$ cat src/rtl/fp16_pkg.sv
// fp16_pkg: shared FP16 types and constants, plus the combinational Float16Mul/Float16Add units.
// Subnormal inputs and results flush to signed zero; rounding is nearest-even.
package fp16_pkg;
    localparam logic [15:0] FP16_ZERO = 16'h0000;
    localparam int FP16_SIGN_BIT = 15;
    localparam logic [15:0] FP16_QNAN = 16'h7E00;
    typedef logic [15:0] fp16_t;
    typedef enum logic [1:0] {IDLE, ACC, DRAIN, DONE} mac_state_e;

    // A rounding carry out of the mantissa bumps the exponent, reaching Inf naturally
    function automatic fp16_t fp16_pack(input logic s, input int e, input logic [9:0] m,
                                        input logic g, input logic st);
        logic [14:0] r;
        if (e <= 0) return {s, 15'd0};
        if (e >= 31) return {s, 5'h1f, 10'd0};
        r = {e[4:0], m} + {14'd0, g & (st | m[0])};
        return {s, r};
    endfunction

    function automatic fp16_t Float16Mul(input fp16_t a, input fp16_t b);
        logic s;
        logic [21:0] p;
        int e;
        s = a[15] ^ b[15];
        if ((&a[14:10] && |a[9:0]) || (&b[14:10] && |b[9:0])) return FP16_QNAN;
        if (&a[14:10] || &b[14:10])
            return (a[14:10] == 5'd0 || b[14:10] == 5'd0) ? FP16_QNAN : {s, 5'h1f, 10'd0};
        if (a[14:10] == 5'd0 || b[14:10] == 5'd0) return {s, 15'd0};
        p = {1'b1, a[9:0]} * {1'b1, b[9:0]};
        e = int'(a[14:10]) + int'(b[14:10]) - 15;
        return p[21] ? fp16_pack(s, e + 1, p[20:11], p[10], |p[9:0])
                     : fp16_pack(s, e, p[19:10], p[9], |p[8:0]);
    endfunction

    function automatic fp16_t Float16Add(input fp16_t a, input fp16_t b);
        fp16_t x, y;
        logic [13:0] mx, my;
        logic [14:0] sum;
        int e, d;
        if ((&a[14:10] && |a[9:0]) || (&b[14:10] && |b[9:0])) return FP16_QNAN;
        if (&a[14:10] && &b[14:10] && (a[15] != b[15])) return FP16_QNAN;
        if (&a[14:10]) return a;
        if (&b[14:10]) return b;
        if (a[14:10] == 5'd0) return (b[14:10] == 5'd0) ? {a[15] & b[15], 15'd0} : b;
        if (b[14:10] == 5'd0) return a;
        {x, y} = (a[14:0] >= b[14:0]) ? {a, b} : {b, a};
        d = int'(x[14:10]) - int'(y[14:10]);
        mx = {1'b1, x[9:0], 3'd0};
        my = {1'b1, y[9:0], 3'd0};
        // Three extra bits below the mantissa: guard, round and a sticky OR of everything shifted out
        my = (d > 13) ? 14'd1 : (my >> d) | {13'd0, |(my & ~(14'h3fff << d))};
        e = int'(x[14:10]);
        if (x[15] == y[15]) begin
            sum = {1'b0, mx} + {1'b0, my};
            if (sum[14]) begin
                sum = {1'b0, sum[14:2], sum[1] | sum[0]};
                e = e + 1;
            end
        end else begin
            sum = {1'b0, mx} - {1'b0, my};
            if (sum == 15'd0) return FP16_ZERO;
            for (int i = 0; i < 13; i++)
                if (!sum[13]) begin
                    sum = sum << 1;
                    e = e - 1;
                end
        end
        return fp16_pack(x[15], e, sum[12:3], sum[2], |sum[1:0]);
    endfunction
endpackage

$ cat src/rtl/fp16_mac_lane.sv
// fp16_mac_lane: one accumulator lane; registered product feeding a registered accumulator.
module fp16_mac_lane
    import fp16_pkg::*;
(
    input  logic  clk,
    input  logic  reset,
    input  logic  load_bias,
    input  fp16_t bias,
    input  logic  beat_en,
    input  logic  prod_vld,
    input  fp16_t a,
    input  fp16_t b,
    output fp16_t acc
);
    fp16_t prod;

    always_ff @(posedge clk or posedge reset) begin
        if (reset) begin
            prod <= FP16_ZERO;
            acc  <= FP16_ZERO;
        end else begin
            if (beat_en) prod <= Float16Mul(a, b);
            if (load_bias) acc <= bias;
            else if (prod_vld) acc <= Float16Add(acc, prod);
        end
    end
endmodule

$ cat src/rtl/fp16_mac_array.sv
// fp16_mac_array: handshaked multi-lane FP16 dot-product engine with bias preload and optional ReLU.
// Operand A is shared across lanes; each lane takes its own B slice and bias.
module fp16_mac_array
    import fp16_pkg::*;
#(
    parameter int DATA_WIDTH = 16,
    parameter int LANES      = 4,
    parameter int LEN_WIDTH  = 10
) (
    input  logic                        clk,
    input  logic                        reset,
    input  logic                        start,
    input  logic [LEN_WIDTH-1:0]        len,
    input  logic                        relu_en,
    input  logic [LANES*DATA_WIDTH-1:0] bias,
    input  logic                        in_valid,
    output logic                        in_ready,
    input  logic [DATA_WIDTH-1:0]       in_a,
    input  logic [LANES*DATA_WIDTH-1:0] in_b,
    output logic                        busy,
    output logic                        out_valid,
    input  logic                        out_ready,
    output logic [LANES*DATA_WIDTH-1:0] out_data
);
    mac_state_e state, next;
    logic [LEN_WIDTH-1:0] cnt, len_q;
    logic relu_q, prod_vld, accept, load, emit;
    logic [LANES*DATA_WIDTH-1:0] result;

    assign in_ready = state == ACC;
    assign busy     = state != IDLE;
    assign accept   = in_ready && in_valid;
    assign load     = state == IDLE && start;
    assign emit     = state == DRAIN && !prod_vld;

    always_comb begin
        next = state;
        case (state)
            IDLE:    if (start) next = (len == '0) ? DRAIN : ACC;
            ACC:     if (accept && cnt == len_q - LEN_WIDTH'(1)) next = DRAIN;
            DRAIN:   if (!prod_vld) next = DONE;
            DONE:    if (out_ready) next = IDLE;
            default: next = IDLE;
        endcase
    end

    always_ff @(posedge clk or posedge reset) begin
        if (reset) begin
            state     <= IDLE;
            cnt       <= '0;
            len_q     <= '0;
            relu_q    <= 1'b0;
            prod_vld  <= 1'b0;
            out_valid <= 1'b0;
            out_data  <= '0;
        end else begin
            state    <= next;
            prod_vld <= accept;
            if (load) begin
                cnt    <= '0;
                len_q  <= len;
                relu_q <= relu_en;
            end
            if (accept) cnt <= cnt + LEN_WIDTH'(1);
            if (emit) begin
                out_valid <= 1'b1;
                out_data  <= result;
            end else if (state == DONE && out_ready) begin
                out_valid <= 1'b0;
            end
        end
    end

    for (genvar i = 0; i < LANES; i++) begin : g_lane
        fp16_t acc;
        fp16_mac_lane u_lane (
            .clk       (clk),
            .reset     (reset),
            .load_bias (load),
            .bias      (bias[i*DATA_WIDTH +: DATA_WIDTH]),
            .beat_en   (accept),
            .prod_vld  (prod_vld),
            .a         (in_a),
            .b         (in_b[i*DATA_WIDTH +: DATA_WIDTH]),
            .acc       (acc)
        );
        // Any set sign bit, including -0.0, clamps to +0
        assign result[i*DATA_WIDTH +: DATA_WIDTH] = (relu_q && acc[FP16_SIGN_BIT]) ? FP16_ZERO : acc;
    end
endmodule

$ cat config.mk
export PLATFORM = sky130hd
export DESIGN_NAME = fp16_mac_array
export DESIGN_NICKNAME = d
export VERILOG_FILES = /design/src/rtl/fp16_pkg.sv /design/src/rtl/fp16_mac_lane.sv /design/src/rtl/fp16_mac_array.sv
export SDC_FILE = /design/constraint.sdc
export NUM_CORES = 2
export LEC_CHECK = 0
export CORE_MARGIN = 1.5
export CORE_UTILIZATION = 50
export CTS_BUF_LIST = sky130_fd_sc_hd__clkbuf_2 sky130_fd_sc_hd__clkbuf_4 sky130_fd_sc_hd__clkbuf_8
export CTS_CLUSTER_SIZE = 8
export DETAILED_ROUTE_END_ITERATION = 7
export HOLD_SLACK_MARGIN = 0.03
export PLACE_DENSITY_LB_ADDON = 0.12
export SYNTH_ARGS = -nofsm -noshare
export SYNTH_HDL_FRONTEND = slang
export SYNTH_SLANG_ARGS = --single-unit
$ cat constraint.sdc
create_clock -name clk -period 18.37 [get_ports clk]
set_input_delay 3.674 -clock clk [delete_from_list [all_inputs] [get_ports clk]]
set_output_delay 3.674 -clock clk [all_outputs]
set_load 0.005 [all_outputs]
==> impl_metrics.toml <==
[status]
status = "completed"

[clock_network]
cts-hold-fix-buffers = 0
cts_buffers = 42
h-tree-depth = 2
cts_tree = "built"
clk_latency_ns = 0.68
cts.clk_slew.worst_paths_ns = 0.06
cts_num_sinks = 217
clockRootBuffer = "clkbuf_8"
clockBufferDepth = 3

[synthesis]
synth_edf_count = 0
async_reset_ff_share_pct = 100
syn_area_per_cell_sq_um = 7.07
synth.distinct_cells = 153
ys_seq_area_share_pct = 6.30
syn-cell-area_sq_um = 86200
ys.flop_type = "dfrtp_1"
synth_fp_nets = 13260
synth_seq_cells = 217
yosysWarnings = 0
netlist_instances = 12205

[routing]
viasPerCell = 6.54
drc = 0
wire_per_inst_microns = 22.4
wirelength_mm = 328
drt_iter0_markers = 9371
drt_pre_antenna_iters = 6
ant_nets = 0
vias = 95659

[final_layout]
regArea_sq_um = 5430
area_growth_pct = 8.07
stdcell_area_sq_um = 93200
nets = 13326
final_cell_mix = "nand2_1 (1297), nor2_1 (1062), a21oi_1 (705), xnor2_1 (697), inv_1 (665)"
multi_input_comb_area_sq_um = 76600
utilization_pct = 54.3
final_common_cell = "nand2_1"
layout-drive-gt1-share_pct = 7.68
fillCellCount = 16902

[timing]
fmax_ghz = 0.0573
setup_viol = 0
slew_headroom_pct = 8.71
period_needed_ns = 17.45
worst_pin_slew_ns = 1.36
finClkSkew_ns = 0.0335
fin_hold_ws_ns = 0.475
period_share_pct = 95.0
finalHoldViolations = 0
slew_violations = 0

[grt]
grt_util_all_layers_pct = 36.0
grt_first_pass_wirelength_mm = 515
antenna_found_initial = 26
grt_overflow = 0
grt_pass1_vias = 90700
grt_max_degree = 145

[setup_path]
regToRegSetupSlack_ns = 0.92
end_kind = "register"
crit_type = "register to register"
crit_required_ns = 18.89
crit_path_max_fanout = 15
cp_common_cell = "ha_1"
slowest_stage = "ha_1"
path_buf_inv = 5
cp_top_family = "compound AO/OA/AOI/OAI gates"
arrival_ns = 17.97
critPathLaunchType = "register"
slowest_delay_ns = 0.56

[floorplanning]
die-area_sq_um = 175000
chipWidth_microns = 418
pin_count = 227
fp.dieH_microns = 418
rows = 152
initial_core_util_pct = 50.3
core_sq_um = 172000

[run]
drv_cap = 0

[place]
dpl_cell_area_sq_um = 91600
gp_congestion = 1.04
io_buffers = 226
dp_hpwl_mm = 262

[min_path]
hold_class = "register to register"
## metrics by stage
stage / cells / TNS (ns) / setup WS [ns]
3_5_place_dp: 14525 / 0 / 0.0816
2_1_floorplan: 12205 / 0 / 0.507
6_report: 14630 / 0 / 0.916
3_3_place_gp: 14525 / 0 / 0.294
5_1_grt: 14629 / -0.473 / -0.0628
4_1_cts: 14600 / 0 / 0.173
## synthesized netlist by cell type (196+ instances only)
master | instances | area share, %
and2_1 | 423 | 3.1
ha_1 | 567 | 8.2
nand4_1 | 216 | 1.6
fa_1 | 328 | 7.6
nor3_1 | 471 | 2.7
inv_1 | 669 | 2.9
nand2_1 | 1299 | 5.7
nand3_1 | 509 | 3.0
nor2_1 | 1067 | 4.6
xor2_1 | 336 | 3.4
dfrtp_1 | 217 | 6.3
a21oi_1 | 712 | 4.1
and3_1 | 196 | 1.4
xnor2_1 | 712 | 7.2
clkbuf_1 | 384 | 1.7
o21ai_0 | 610 | 3.5
## flip-flops by register name, indices dropped and copies added (netlist names)
signal,flops
g_lane.u_lane.acc,64
g_lane.u_lane.prod,64
out_data,64
cnt,10
len_q,10
state,2
out_valid,1
prod_vld,1
relu_q,1
## layout make-up
cell class,count,area share (%)
well taps,2310,3.10
clock inverters,14,0.220
multi-input cells,10781,82.2
flip-flops and latches,217,5.83
repair buffers,554,5.05
clock buffers,61,0.847
inverters,675,2.73
diodes,18,0.0483
## routing by layer
layer / GRT usage, % / share of wire (%) / vias up
met4: 15.9 / 4.7 / 4
li1: - / - / 44810
met1: 48.8 / 44 / 46067
met2: 57.4 / 45 / 4094
met3: 4.19 / 7.1 / 684
met5: 0 / 0.0079 / -
## logic make-up after synthesis
kind of cell / synth area share (%)
AOI/OAI and AO/OA: 25.4
and+or+nand+nor: 32.0
DFF: 6.30
buffers and inverters: 5.54
muxes: 3.41
adders and majority gates: 15.9
xor gates and xnor gates: 11.5
## path summary, 6_finish.rpt
path / start / end / depth (start not counted)
hold reg to reg: out_valid / out_valid / 2
hold / removal: out_valid / out_valid / 2
min in group asynchronous: reset / out_data[26] / 2
setup / recovery: g_lane[1].u_lane.acc[12] / g_lane[1].u_lane.acc[2] / 67
setup reg to reg: g_lane[1].u_lane.acc[12] / g_lane[1].u_lane.acc[2] / 67
max in group asynchronous: reset / g_lane[3].u_lane.prod[9] / 3
## tightest hold or removal path, cell delays in order (launching register included)
cell     delay (ns)
dfrtp_1        0.34
nand2_1        0.05
nand2_1        0.06
## repair_timing
| action | in CTS | in global routing |
|---|---|---|
| buffers inserted | 0 | 12 |
| pin swaps | 0 | 9 |
| resized for setup | 1 | 92 |
| setup endpoints to repair | 3 | 60 |
Power is left out: the tool's default activity adds up to more than one toggle a clock period on the data nets, which glitch-free logic cannot reach.
